File: src/rtl/vga_pkg.sv
`default_nettype none
// ----------------------------------------------------------------------------
// vga_pkg: 800x600@60 timing constants, glyph codes and shared types
// Rev 1.0
// ----------------------------------------------------------------------------
package vga_pkg;

  localparam int c_h_active     = 800;
  localparam int c_h_total      = 1056;
  localparam int c_h_sync_start = 840;
  localparam int c_h_sync_end   = 967;
  localparam int c_v_active     = 600;
  localparam int c_v_total      = 628;
  localparam int c_v_sync_start = 601;
  localparam int c_v_sync_end   = 604;
  localparam int c_rgb_w        = 12;
  localparam int c_glyph_w      = 8;
  localparam int c_glyph_h      = 16;

  typedef logic [3:0] glyph_t;

  localparam glyph_t GLYPH_COLON = 4'd10;
  localparam glyph_t GLYPH_BLANK = 4'd15;

  typedef struct packed {
    logic [10:0] hcount;
    logic        hsync;
    logic        hblnk;
    logic [10:0] vcount;
    logic        vsync;
    logic        vblnk;
  } vga_timing_t;

  function automatic glyph_t bcd_to_glyph(input logic [3:0] bcd);
    return (bcd > 4'd9) ? GLYPH_BLANK : glyph_t'(bcd);
  endfunction

endpackage
`default_nettype wire

File: src/rtl/font_rom.sv
`default_nettype none
// ----------------------------------------------------------------------------
// font_rom: 256x8 glyph ROM, address {code,row}, one-cycle registered read
// Rev 1.0
// ----------------------------------------------------------------------------
module font_rom
  import vga_pkg::*;
(
  input  logic                 clk,
  input  logic [7:0]           i_addr,
  output logic [c_glyph_w-1:0] o_data
);

  logic [127:0]          w_bits;
  logic [6:0]            w_shift;
  logic [c_glyph_w-1:0]  r_data;

  // Each glyph is 16 rows of 8 bits, row 0 in the top byte, bit 7 leftmost.
  always_comb begin
    w_bits = '0;
    case (i_addr[7:4])
      4'd0:        w_bits = 128'h00007CC6C6CEDEF6E6C6C67C00000000;
      4'd1:        w_bits = 128'h00001838781818181818187E00000000;
      4'd2:        w_bits = 128'h00007CC6060C183060C0C6FE00000000;
      4'd3:        w_bits = 128'h00007CC606063C060606C67C00000000;
      4'd4:        w_bits = 128'h00000C1C3C6CCCFE0C0C0C1E00000000;
      4'd5:        w_bits = 128'h0000FEC0C0C0FC060606C67C00000000;
      4'd6:        w_bits = 128'h00003860C0C0FCC6C6C6C67C00000000;
      4'd7:        w_bits = 128'h0000FEC606060C183030303000000000;
      4'd8:        w_bits = 128'h00007CC6C6C67CC6C6C6C67C00000000;
      4'd9:        w_bits = 128'h00007CC6C6C67E0606060C7800000000;
      GLYPH_COLON: w_bits = 128'h00000000181800000018180000000000;
      default:     w_bits = '0;
    endcase
  end

  assign w_shift = {4'd15 - i_addr[3:0], 3'b000};

  always_ff @(posedge clk) begin
    r_data <= w_bits[w_shift +: 8];
  end

  assign o_data = r_data;

endmodule
`default_nettype wire

File: src/rtl/draw_clock_digits.sv
`default_nettype none
// ----------------------------------------------------------------------------
// draw_clock_digits: HH:MM:SS x4-scaled glyph overlay with 3-cycle timing delay
// Rev 1.0
// ----------------------------------------------------------------------------
module draw_clock_digits
  import vga_pkg::*;
#(
  parameter int          XPOS      = 272,
  parameter int          YPOS      = 268,
  parameter logic [11:0] FG_COLOR  = 12'hFFF,
  parameter bit          COLON_BLK = 1'b1
) (
  input  logic               pclk,
  input  logic               rst_n,
  input  logic [10:0]        hcount_in,
  input  logic               hsync_in,
  input  logic               hblnk_in,
  input  logic [10:0]        vcount_in,
  input  logic               vsync_in,
  input  logic               vblnk_in,
  input  logic [c_rgb_w-1:0] rgb_in,
  input  logic [23:0]        time_bcd,
  output logic [10:0]        hcount_out,
  output logic               hsync_out,
  output logic               hblnk_out,
  output logic [10:0]        vcount_out,
  output logic               vsync_out,
  output logic               vblnk_out,
  output logic [c_rgb_w-1:0] rgb_out
);

  localparam logic [10:0] c_x0 = 11'(XPOS);
  localparam logic [10:0] c_x1 = 11'(XPOS + 256);
  localparam logic [10:0] c_y0 = 11'(YPOS);
  localparam logic [10:0] c_y1 = 11'(YPOS + 64);

  vga_timing_t        w_tim_in;
  vga_timing_t        r_s1_tim, r_s2_tim, r_s3_tim;
  logic [23:0]        r_time_q;
  logic [7:0]         w_rel_x;
  logic [5:0]         w_rel_y;
  logic               w_in_box;
  glyph_t             w_colon, w_code;
  glyph_t             r_s1_code;
  logic [3:0]         r_s1_row;
  logic [2:0]         r_s1_col, r_s2_col;
  logic               r_s1_in_box, r_s2_in_box;
  logic [c_rgb_w-1:0] r_s1_rgb, r_s2_rgb, r_s3_rgb;
  logic [7:0]         w_rom_byte;
  logic               w_pix;
  logic               w_unused;

  assign w_tim_in = {hcount_in, hsync_in, hblnk_in, vcount_in, vsync_in, vblnk_in};
  // Only the low bits of the box offset are needed; wrap outside the box is gated by w_in_box.
  assign w_rel_x  = hcount_in[7:0] - c_x0[7:0];
  assign w_rel_y  = vcount_in[5:0] - c_y0[5:0];
  assign w_in_box = (hcount_in >= c_x0) && (hcount_in < c_x1) &&
                    (vcount_in >= c_y0) && (vcount_in < c_y1);
  assign w_unused = ^{w_rel_x[1:0], w_rel_y[1:0]};
  assign w_colon  = (COLON_BLK && r_time_q[0]) ? GLYPH_BLANK : GLYPH_COLON;

  always_comb begin
    w_code = GLYPH_BLANK;
    case (w_rel_x[7:5])
      3'd0:       w_code = bcd_to_glyph(r_time_q[23:20]);
      3'd1:       w_code = bcd_to_glyph(r_time_q[19:16]);
      3'd3:       w_code = bcd_to_glyph(r_time_q[15:12]);
      3'd4:       w_code = bcd_to_glyph(r_time_q[11:8]);
      3'd6:       w_code = bcd_to_glyph(r_time_q[7:4]);
      3'd7:       w_code = bcd_to_glyph(r_time_q[3:0]);
      default:    w_code = w_colon;
    endcase
  end

  // r_s1_tim.vblnk is last cycle's vblnk_in, so this fires once per frame.
  always_ff @(posedge pclk or negedge rst_n) begin
    if (!rst_n)
      r_time_q <= '0;
    else if (vblnk_in && !r_s1_tim.vblnk)
      r_time_q <= time_bcd;
  end

  always_ff @(posedge pclk or negedge rst_n) begin
    if (!rst_n) begin
      r_s1_tim    <= '0;
      r_s1_code   <= '0;
      r_s1_row    <= '0;
      r_s1_col    <= '0;
      r_s1_in_box <= 1'b0;
      r_s1_rgb    <= '0;
      r_s2_tim    <= '0;
      r_s2_col    <= '0;
      r_s2_in_box <= 1'b0;
      r_s2_rgb    <= '0;
      r_s3_tim    <= '0;
      r_s3_rgb    <= '0;
    end else begin
      r_s1_tim    <= w_tim_in;
      r_s1_code   <= w_code;
      r_s1_row    <= w_rel_y[5:2];
      r_s1_col    <= w_rel_x[4:2];
      r_s1_in_box <= w_in_box;
      r_s1_rgb    <= rgb_in;
      r_s2_tim    <= r_s1_tim;
      r_s2_col    <= r_s1_col;
      r_s2_in_box <= r_s1_in_box;
      r_s2_rgb    <= r_s1_rgb;
      r_s3_tim    <= r_s2_tim;
      if (r_s2_tim.hblnk || r_s2_tim.vblnk)
        r_s3_rgb <= '0;
      else if (r_s2_in_box && w_pix)
        r_s3_rgb <= FG_COLOR;
      else
        r_s3_rgb <= r_s2_rgb;
    end
  end

  font_rom u_font_rom (
    .clk    (pclk),
    .i_addr ({r_s1_code, r_s1_row}),
    .o_data (w_rom_byte)
  );

  assign w_pix = w_rom_byte[3'd7 - r_s2_col];

  assign hcount_out = r_s3_tim.hcount;
  assign hsync_out  = r_s3_tim.hsync;
  assign hblnk_out  = r_s3_tim.hblnk;
  assign vcount_out = r_s3_tim.vcount;
  assign vsync_out  = r_s3_tim.vsync;
  assign vblnk_out  = r_s3_tim.vblnk;
  assign rgb_out    = r_s3_rgb;

endmodule
`default_nettype wire

File: config.mk
export PLATFORM = sky130hd
export DESIGN_NAME = draw_clock_digits
export DESIGN_NICKNAME = d
export VERILOG_FILES = /design/src/rtl/vga_pkg.sv /design/src/rtl/font_rom.sv /design/src/rtl/draw_clock_digits.sv
export SDC_FILE = /design/constraint.sdc
export NUM_CORES = 1
export LEC_CHECK = 0
export ABC_AREA = 1
export ABC_CLOCK_PERIOD_IN_PS = 1500
export CAP_MARGIN = 20
export CORE_UTILIZATION = 45
export DETAILED_ROUTE_END_ITERATION = 6
export GPL_TIMING_DRIVEN = 0
export PLACE_DENSITY_LB_ADDON = 0.08
export SLEW_MARGIN = 20
export SYNTH_ARGS = -nofsm -noshare
export SYNTH_HDL_FRONTEND = slang
export SYNTH_SLANG_ARGS = --single-unit
File: constraint.sdc
create_clock -name pclk -period 1.5 [get_ports pclk]
set_clock_uncertainty 0.15 [all_clocks]
set_input_delay 0.15 -clock pclk [delete_from_list [all_inputs] [get_ports pclk]]
set_output_delay 0.15 -clock pclk [all_outputs]
set_load 0.1 [all_outputs]
==> results of run 1 <==
## layout make-up
type	count	area (um2)	area share [%]
sequential	157	3900	47.6
multi-input combinational	362	2100	25.6
timing repair buffer	118	1010	12.4
clock buffer	20	447	5.45
inverter	59	229	2.79
tap	172	215	2.63
clock inverter	12	163	1.99
buffer	16	125	1.53
## logic make-up after synthesis
group	Yosys count	share of synthesized area, %
mux	10	1.86
buf+inv	75	5.14
fa+ha+maj	9	1.86
flops	157	64.5
xor+xnor	4	0.705
compound gates	78	6.96
simple gates	261	19.0
## what timing repair did
item / in CTS / in global routing
endpoints found under the hold margin: 72 / 0
setup endpoints to repair: 69 / 38
pin swaps: 13 / 15
hold buffers: 3 / 0
gates resized for setup: 250 / 46
buffers inserted: 11 / 2
## registers in the layout, indices dropped and copies added, names as in the netlist, 4 cells and up
signal and count:
hcount_out 11, r_s1_code 4, r_s1_rgb 12, r_s1_row 4
r_s1_tim 24, r_s2_rgb 12, r_s2_tim 24, r_time_q 24
rgb_out 12, u_font_rom.o_data 7, vcount_out 11
## path summary, 6_finish.rpt
check	endpoint	start	depth (start not counted)	slack (ns)
max	u_font_rom.o_data[7]	r_s1_code[0]	10	-0.21
min	r_s1_col[2]	hcount_in[4]	2	0.01
max reg2reg	u_font_rom.o_data[7]	r_s1_code[0]	10	-0.21
min reg2reg	vcount_out[5]	r_s2_tim[7]	0	0.19
max in group asynchronous	r_s2_col[0]	rst_n	3	0.28
min in group asynchronous	r_s1_tim[10]	rst_n	2	0.13
## metal layers
metal / vias up / global-route usage [%] / wire, um
li1: 2195 / - / -
met1: 2243 / 25.9 / 5760
met2: 125 / 36.8 / 7260
met3: 16 / 5.72 / 771
met4: 0 / 7.85 / 179
met5: - / 0 / 0
## cell usage in the layout, fill, tap and decap left out, types with 3 or more instances in the layout
| master | instances |
|---|---|
| o21ai_0 | 6 |
| clkbuf_4 | 15 |
| buf_6 | 4 |
| nand3_1 | 55 |
| dfxtp_1 | 7 |
| clkdlybuf4s50_1 | 59 |
| clkbuf_2 | 4 |
| nand4_1 | 5 |
| nor3_1 | 4 |
| inv_2 | 6 |
| clkbuf_16 | 17 |
| dfrtp_2 | 5 |
| nor2_4 | 6 |
| ha_1 | 3 |
| a21oi_2 | 8 |
| nand3_2 | 6 |
| clkbuf_1 | 3 |
| nand2_2 | 9 |
| mux2_2 | 10 |
| o21ai_2 | 4 |
| nand2_1 | 128 |
| a21oi_1 | 27 |
| bufinv_16 | 3 |
| ha_4 | 3 |
| ha_2 | 3 |
| clkinv_4 | 4 |
| nor2_1 | 32 |
| o211ai_1 | 7 |
| dlygate4sd3_1 | 3 |
| buf_2 | 27 |
| buf_4 | 15 |
| o21ai_1 | 18 |
| inv_4 | 3 |
| dfrtp_1 | 145 |
| nand2_4 | 10 |
| inv_1 | 49 |
## synth_stat cells, drive strengths merged
cell | count | share of area [%]
nand3 | 63 | 5.2
dfxtp | 7 | 2.3
nand2 | 147 | 9.6
inv | 58 | 3.6
o211ai | 7 | 0.87
o21bai | 1 | 0.12
a31oi | 2 | 0.21
a21oi | 37 | 3.1
ha | 9 | 1.9
nor2 | 40 | 3.1
xnor2 | 3 | 0.56
mux2 | 10 | 1.9
nand4 | 5 | 0.52
buf | 11 | 1.2
o21a | 2 | 0.25
nor3 | 5 | 0.50
or2 | 1 | 0.10
a21o | 1 | 0.12
clkinv | 1 | 0.062
clkbuf | 5 | 0.31
o21ai | 28 | 2.3
dfrtp | 150 | 62
xor2 | 1 | 0.15
## power by group
group          internal, mW  switching (mW)
clock                  2.68            1.66
sequential             4.56           0.176
combinational         0.947            1.73
total                  8.19            3.57
## through the flow
step / TNS (ns) / setup WS [ns] / hold slack [ns] / std cells
floorplan: -0.242 / -0.0620 / -0.296 / 594
global placement: -819.32 / -5.36 / 0.181 / 867
CTS: -0.994 / -0.172 / 0.0114 / 914
detailed placement: -18.82 / -0.719 / -0.00660 / 868
finish: -1.30 / -0.208 / 0.0143 / 916
global route: -2.57 / -0.300 / 0.000364 / 916
## worst max-delay path: stages, from the launching register on
cell     delay (ns)
dfrtp_2        0.44
inv_4          0.07
ha_4           0.34
inv_4          0.05
nand2_4        0.07
o21ai_2        0.05
nand2_1        0.07
o21ai_2        0.07
o21ai_1        0.13
nand3_1        0.12
nand2_1        0.08
==> summary.md, run 1 <==
| Metric | Value |
|---|---|
| DRC viols | 0 |
| Initial core utilization | 46.9% |
| Critical Setup Path Class | reg -> reg |
| Avg Inst Size Synth | 10.2 um2 |
| Number of cell rows | 41 |
| Clock root buffer | clkbuf_16 |
| Total count of max-transition violations in the final report | 0 |
| Detailed-route via count | 4579 |
| Area of all placed cells without fillers | 8190 um2 |
| Number of nets in the synthesized netlist | 667 |
| Number of antenna violations at the first check in global routing | 1 |
| Maximum clock rate | 585 MHz |
| Vertical die dimension | 118 um |
| CTS Sinks | 157 |
| RSZ-0062 raised after global routing | yes |
| Fraction of the core area covered by cells at the end of the flow | 63.6% |
| Sequential-to-total area share from yosys stat | 64.5% |
| Maximum capacitance violations | 0 |
| Share of the clock period used by the worst path | 114% |
| Num CTS Buffers | 17 |
| Routed wire length | 14000 um |
| Via count of the first global-routing pass | 4779 |
| Crit end category | flop |
| Final ANT Viol Nets | 0 |
| Transition time at the pin with the least slew margin | 0.834 ns |
| Setup slack of the critical path after layout | -0.208 ns |
| Sum of overflow across all layers after global routing | 0 |
| Routed length per placed instance | 15.3 um |
| Weighted congestion reported at the end of routability-driven placement | 0.890 |
| CTS tree | yes |
| Startpoint type of the worst setup path | flop |
| Area post-placement | 7320 um2 |
| Number of hold violations in the final report | 0 |
| Source-to-sink clock delay at the later pin of the worst-skew pair | 0.42 ns |
| Number of fill cells | 1068 |
| Number of flip-flops and latches in the synthesized netlist | 157 |
| Synthesized cell area | 6040 um2 |
| Relative slew slack | 44.4% |
| Area added between synthesis and finish | 35.7% |
| Combined global-route utilization of all metal layers | 21.4% |
| Post-synthesis cell count | 594 |
| Power Dens Cells | 1440 nW/um2 |
| Standard cell core area | 12900 um2 |
| Antenna cells | 0 |
| Maximum number of buffers from clock root to sink | 2 |
| I/O pin count | 102 |
| Clock-pin slew reported for the worst setup and hold paths after clock tree synthesis | 0.06 ns |
| Pin count of the biggest net entering global routing | 81 |
| Biggest fanout along the worst timing path | 6 |
| Max VDD drop | 0.905 mV |
| Data arrival time of the critical path | 1.91 ns |
| Violations in the final reports | setup timing |
| Via density per instance | 5.00 |
| Share of cells above drive strength 1 | 24.2% |
| Outcome | finished, violations left |
| Hold Crit Class | in -> reg |
| Required time of the critical path | 1.70 ns |
| Library cells used by synthesis | 34 |
| Port Buf Inserts | 101 |
| First-pass DRT Iterations | 5 |
| Violation count after the first detailed-route iteration | 272 |
| Width of the die | 118 um |
| Number of nets in the layout | 804 |
| Number of synthesis warnings | 0 |
| H-tree lvl count | 4 |
| Total chip power | 11.8 mW |
| Leakage dissipation | 3.94 nW |
| Min cycle time layout | 1.71 ns |
| Global-route wire length before repair | 23100 um |
| Final setup vio count | 12 |
| Full die area | 13900 um2 |
| Post-detailed-placement half-perimeter wirelength | 9950 um |
Power figures use the tool's default switching activity.
==> inputs of run 2 (changes only) <==
Settings changed: PLACE_DENSITY from default to 0.77, PLACE_DENSITY_LB_ADDON 0.08 to default.
==> run 2 against run 1 <==
Net effect: the flow still finishes with violations (setup timing); non-clock buffer count grew 8; combinational power is essentially flat; global-route usage shrank 0.51 points; utilization grew 1.0 points; sequential power is essentially flat.
==> summary.md, run 2 (same netlist as run 1, synthesis figures left out) <==
| Metric | Value |
|---|---|
| Sum of overflow across all layers after global routing | 0 (unchanged) |
| Full die area | 13900 um2 (unchanged) |
| Maximum capacitance violations | 0 (unchanged) |
| Biggest fanout along the worst timing path | 5 (-1) |
| Width of the die | 118 um (unchanged) |
| Kind of cell adding the most delay to the critical path | simple AND/OR/NAND/NOR gates |
| Crit path buffers/inverters | 1 (-1) |
| Number of nets in the layout | 812 (+1.0%) |
| Port Buf Inserts | 101 (unchanged) |
| Pin count of the biggest net entering global routing | 85 (+4.9%) |
| Number of antenna violations at the first check in global routing | 0 (-1) |
| CP Cell Sequence | inv_4, ha_4, nand2_4, nand2_4, nand2_4, nand2_2, nand2_1, nand2_1, nand3_2, nand2_1, nand2_1 |
| First-pass DRT Iterations | 5 (unchanged) |
| Hold Crit Class | in -> reg |
| Via density per instance | 4.96 (-0.76%) |
| Transition time at the pin with the least slew margin | 0.699 ns (-0.135 ns) |
| Final setup vio count | 11 (-1) |
| Share of the clock period used by the worst path | 111% (-2.9 points) |
| DRC viols | 0 (unchanged) |
| Violations in the final reports | setup timing |
| Critical Path Max Stage Delay | 0.42 ns (-0.02 ns) |
| Total count of max-transition violations in the final report | 0 (unchanged) |
| Worst path most repeated cell | nand2_1 |
| CTS tree | yes |
| Post-detailed-placement half-perimeter wirelength | 9250 um (-7.1%) |
| Required time of the critical path | 1.67 ns (-0.03 ns) |
| H-tree lvl count | 4 (unchanged) |
| Number of cell rows | 41 (unchanged) |
| Leakage dissipation | 4.00 nW (+1.4%) |
| Total chip power | 11.8 mW (unchanged) |
| Power Dens Cells | 1410 nW/um2 (-1.6%) |
| Outcome | finished, violations left |
| Critical Setup Path Class | reg -> reg |
| Max VDD drop | 1.16 mV (+28%) |
| Vertical die dimension | 118 um (unchanged) |
| Via count of the first global-routing pass | 4608 (-3.6%) |
| Most frequent standard cell in the layout excluding fill and tap cells | dfrtp_1 |
| Source-to-sink clock delay at the later pin of the worst-skew pair | 0.42 ns (about the same) |
| Final ANT Viol Nets | 0 (unchanged) |
| Detailed-route via count | 4584 (+0.11%) |
| Antenna cells | 0 (unchanged) |
| Worst path slowest cell | dfrtp_2 |
| Weighted congestion reported at the end of routability-driven placement | 0.874 (-1.8%) |
| Standard cell core area | 12900 um2 (unchanged) |
| Post-placement worst setup slack | -0.660 ns (+0.0588 ns) |
| Share of cells above drive strength 1 | 24.7% (+0.54 points) |
| I/O pin count | 102 (unchanged) |
| Setup slack of the critical path after layout | -0.165 ns (+0.0433 ns) |
| Initial core utilization | 46.9% (unchanged) |
| Minimum setup slack among reg-to-reg paths | -0.17 ns (+0.04 ns) |
| Combined global-route utilization of all metal layers | 20.9% (-0.51 points) |
| Routed length per placed instance | 14.8 um (-3.1%) |
| Num CTS Buffers | 17 (unchanged) |
| Routed wire length | 13700 um (-2.2%) |
| Clock root buffer | clkbuf_16 |
| Min cycle time layout | 1.67 ns (-0.0433 ns) |
| Crit end category | flop |
| Data arrival time of the critical path | 1.83 ns (-0.08 ns) |
| Global-route wire length before repair | 22500 um (-2.9%) |
| Regs by FF count | r_s1_tim x24, r_s2_tim x24, r_time_q x24 |
| Maximum clock rate | 601 MHz (+2.6%) |
| CTS Sinks | 157 (unchanged) |
| Area added between synthesis and finish | 37.8% |
| Violation count after the first detailed-route iteration | 226 (-17%) |
| Maximum number of buffers from clock root to sink | 2 (unchanged) |
| Relative slew slack | 53.4% (+9.0 points) |
| Top library cells by usage in the layout, fill and taps aside | dfrtp_1 (146), nand2_1 (126), clkdlybuf4s50_1 (59) |
| Number of hold violations in the final report | 0 (unchanged) |
| Startpoint type of the worst setup path | flop |
| Clock-pin slew reported for the worst setup and hold paths after clock tree synthesis | 0.06 ns (about the same) |
| RSZ-0062 raised after global routing | yes |
| Fraction of the core area covered by cells at the end of the flow | 64.6% (+1.0 points) |
| Area post-placement | 7320 um2 (unchanged) |
| Area of all placed cells without fillers | 8320 um2 (+1.6%) |
==> run 2: cell type report <==
class | instances | area (um2)
fillers | 996 | 4550
flip-flops and latches | 157 | 3900
multi-input cells | 362 | 2090
repair buffers | 126 | 1160
clock buffers | 18 | 429
inverters | 59 | 231
well taps | 172 | 215
clock inverters | 14 | 176
plain buffers | 16 | 119
==> run 2: timing repair <==
action	CTS	global route
setup buffers	6	5
cloned	0	1
resized for setup	232	81
endpoints found under the hold margin	160	1
endpoints found under the setup margin	59	54
hold buffers	11	1
pin swaps	8	22
==> run 2: power breakdown <==
part	switching, mW	leakage [nW]	total (mW)	internal (mW)
clock	1.80	0.298	4.32	2.52
sequential	0.179	1.82	4.74	4.56
combinational	1.72	1.88	2.71	0.987
total	3.70	4.00	11.8	8.07
==> run 2: worst paths after layout <==
check,startpoint,endpoint,cells after the start
setup reg to reg,r_s1_code[0],u_font_rom.o_data[1],11
min in group asynchronous,rst_n,r_time_q[8],2
setup / recovery,r_s1_code[0],u_font_rom.o_data[1],11
hold reg to reg,r_s1_rgb[11],r_s2_rgb[11],0
hold / removal,rgb_in[8],r_s1_rgb[8],1
max in group asynchronous,rst_n,r_s2_col[0],3
==> run 2: worst reg2reg max path, stage by stage, from the launching register on <==
cell and delay, ns:
dfrtp_2 0.42, inv_4 0.06, ha_4 0.34, nand2_4 0.08, nand2_4 0.07, nand2_4 0.06
nand2_2 0.06, nand2_1 0.05, nand2_1 0.07, nand3_2 0.08, nand2_1 0.07, nand2_1 0.06
==> run 2: per-layer routing <==
layer	vias to the layer above	track usage, %	routed length [um]	share of wire (%)
met2	160	34.9	7040	52
li1	2209	-	-	-
met5	-	0	0	0
met1	2185	25.5	5600	41
met4	0	9.05	337	2.5
met3	30	5.67	677	5.0
==> run 2: per-stage QoR <==
stage / setup TNS, ns / std cells / hold WS [ns]
2_1_floorplan: -0.242 / 594 / -0.296
3_3_place_gp: -805.29 / 867 / 0.181
3_5_place_dp: -18.43 / 868 / -0.0324
4_1_cts: -1.04 / 917 / 0.00243
5_1_grt: -2.81 / 924 / 0.00478
6_report: -1.01 / 924 / 0.0188
==> inputs of run 3 (changes only) <==
Settings changed: HOLD_SLACK_MARGIN from default to 0.05.
==> run 3 against run 2 <==
Net effect: the run still ends with setup timing left; worst setup slack better by 0.0037 ns; clock-buffer cell count unchanged; maximum frequency up 0.23%; critical path type unchanged; largest power group unchanged.
==> summary.md, run 3 (same netlist as run 1, synthesis figures left out) <==
| Metric | Value |
|---|---|
| First-pass DRT Iterations | 5 (unchanged) |
| Part of the total power dissipated in combinational logic | 23.2% (+0.2 points) |
| Top library cells by usage in the layout, fill and taps aside | dfrtp_1 (146), nand2_1 (126), clkdlybuf4s50_1 (59) |
| Hold Crit Class | in -> reg |
| Violation count after the first detailed-route iteration | 224 (-0.88%) |
| Power Dens Cells | 1390 nW/um2 (-1.3%) |
| Share of cells above drive strength 1 | 24.3% (-0.48 points) |
| Via count of the first global-routing pass | 4660 (+1.1%) |
| Clock-pin slew reported for the worst setup and hold paths after clock tree synthesis | 0.06 ns (about the same) |
| Maximum clock rate | 602 MHz (+0.23%) |
| Number of hold violations in the final report | 0 (unchanged) |
| Kind of cell adding the most delay to the critical path | simple AND/OR/NAND/NOR gates |
| Switching pwr | 3.72 mW (+0.54%) |
| Vertical die dimension | 118 um (unchanged) |
| RSZ-0062 raised after global routing | yes |
| Data arrival time of the critical path | 1.83 ns (about the same) |
| Startpoint of the worst setup timing path | r_s1_code[0] |
| Final setup vio count | 11 (unchanged) |
| Area added between synthesis and finish | 40.2% |
| Routed wire length | 13900 um (+1.6%) |
| Routed length per placed instance | 14.8 um (about the same) |
| Detailed-route via count | 4628 (+0.96%) |
| Worst hold path cell count | 1 (unchanged) |
| CP Cell Sequence | inv_4, ha_4, nand2_4, nand2_4, nand2_4, nand2_2, nand2_1, nand2_1, nand3_2, nand2_1, nand2_1 |
| Part of the total power dissipated in sequential elements | 40.1% (-0.2 points) |
| Startpoint type of the worst setup path | flop |
| Beginning of the worst register-to-register path | r_s1_code[0] |
| Antenna cells | 0 (unchanged) |
| Width of the die | 118 um (unchanged) |
| Via density per instance | 4.93 (-0.65%) |
| Standard cell core area | 12900 um2 (unchanged) |
| Number of nets in the layout | 827 (+1.8%) |
| Crit end category | flop |
| Biggest fanout along the worst timing path | 5 (unchanged) |
| Worst r2r dst | u_font_rom.o_data[1] |
| Leakage dissipation | 4.06 nW (+1.6%) |
| Maximum number of buffers from clock root to sink | 2 (unchanged) |
| Setup TNS | -1.02 ns (-0.0147 ns) |
| Maximum capacitance violations | 0 (unchanged) |
| Relative slew slack | 52.6% (-0.73 points) |
| Worst path slowest cell | dfrtp_2 |
| Worst path most repeated cell | nand2_1 |
| H-tree lvl count | 4 (unchanged) |
| Number of cell rows | 41 (unchanged) |
| Post-detailed-placement half-perimeter wirelength | 9250 um (unchanged) |
| Critical Path Max Stage Delay | 0.42 ns (about the same) |
| Critical Setup Path Class | reg -> reg |
| Sw Ratio | 31.5% (+0.051 points) |
| Final ANT Viol Nets | 0 (unchanged) |
| Num CTS Buffers | 17 (unchanged) |
| Clock network power share | 36.7% (about the same) |
| Outcome | finished, violations left |
| Minimum setup slack among reg-to-reg paths | -0.16 ns (about the same) |
| Min cycle time layout | 1.66 ns (-0.00374 ns) |
| Setup slack of the critical path after layout | -0.161 ns (+0.00374 ns) |
| CTS tree | yes |
| Sum of overflow across all layers after global routing | 0 (unchanged) |
| Max VDD drop | 1.18 mV (+2.0%) |
| Most frequent standard cell in the layout excluding fill and tap cells | dfrtp_1 |
| CTS Sinks | 157 (unchanged) |
| Crit path buffers/inverters | 1 (unchanged) |
| Source-to-sink clock delay at the later pin of the worst-skew pair | 0.43 ns (about the same) |
| Total count of max-transition violations in the final report | 0 (unchanged) |
| Initial core utilization | 46.9% (unchanged) |
| End of the worst hold path | r_s1_tim[16] |
| DRC viols | 0 (unchanged) |
| Hold path startpoint | hcount_in[1] |
| Pin count of the biggest net entering global routing | 85 (unchanged) |
| Number of antenna violations at the first check in global routing | 0 (unchanged) |
| Regs by FF count | r_s1_tim x24, r_s2_tim x24, r_time_q x24 |
| Transition time at the pin with the least slew margin | 0.710 ns (+0.0110 ns) |
| Violations in the final reports | setup timing |
| Share of the clock period used by the worst path | 111% (-0.25 points) |
| Weighted congestion reported at the end of routability-driven placement | 0.874 (unchanged) |
| Number of cells on the worst reg-to-reg path | 11 (unchanged) |
| Full die area | 13900 um2 (unchanged) |
| Global-route wire length before repair | 22700 um (+0.95%) |
| Required time of the critical path | 1.67 ns (about the same) |
| Combined global-route utilization of all metal layers | 21.1% (+0.17 points) |
| I/O pin count | 102 (unchanged) |
| Total chip power | 11.8 mW (+0.38%) |
| Port Buf Inserts | 101 (unchanged) |
| Worst-case hold slack | 0.0613 ns (+0.0424 ns) |
| Cell Int Power | 8.09 mW (+0.30%) |
| Clock root buffer | clkbuf_16 |
==> run 3: changes by cell type in the layout (fill, tap and decap cells not counted) <==
cell and delta:
dlygate4sd3_1 +15, clkbuf_4 -2, buf_2 +2
==> run 3: area by class of cell <==
type	count	area, um2
fillers	977	4410
flip-flops and latches	157	3900
multi-input cells	362	2090
repair buffers	141	1310
clock buffers	18	429
inverters	59	231
well taps	172	215
clock inverters	14	176
plain buffers	16	119
==> run 3: worst max-delay path by stage <==
stage          depth (start not counted)              endpoint
2_1_floorplan                         11  u_font_rom.o_data[2]
3_3_place_gp                           1           rgb_out[10]
3_5_place_dp                           9          r_s1_code[2]
4_1_cts                               10  u_font_rom.o_data[6]
5_1_grt                               11  u_font_rom.o_data[1]
6_report                              11  u_font_rom.o_data[1]
==> run 3: layer usage <==
metal  vias to the layer above  global-route usage (%)  part of all wire [%]
li1                       2237                       -                     -
met1                      2214                    26.0                    42
met2                       145                    35.0                    51
met3                        32                    5.67                   4.7
met4                         0                    9.05                   2.5
met5                         -                       0                     0
==> run 3: what timing repair did <==
item / CTS / global route
setup buffers: 6 / 5
pin swaps: 8 / 22
resized for setup: 232 / 79
hold buffers: 27 / 0
setup endpoints to repair: 59 / 52
hold endpoints to repair: 176 / 0
cloned: 0 / 1
==> run 3: power by group through the flow <==
| stage | clock (mW) | combinational [mW] | sequential (mW) |
|---|---|---|---|
| after global routing | 4.61 | 2.97 | 4.77 |
| after global placement | 0 | 2.24 | 4.79 |
| after floorplan | 0 | 1.17 | 5.11 |
| after detailed placement | 0 | 2.24 | 4.80 |
| final | 4.33 | 2.74 | 4.74 |
| after CTS | 4.41 | 2.43 | 4.73 |
==> run 3: metrics by stage <==
stage / worst slack (ns) / cell area, um2 / util [%] / cells
after floorplan: -0.0620 / 6060 / - / 594
after global placement: -5.26 / 7280 / 56.6 / 867
after detailed placement: -0.660 / 7320 / 56.8 / 868
after CTS: -0.179 / 8160 / 63.3 / 933
after global routing: -0.273 / 8470 / 65.8 / 939
final: -0.161 / 8470 / 65.8 / 939
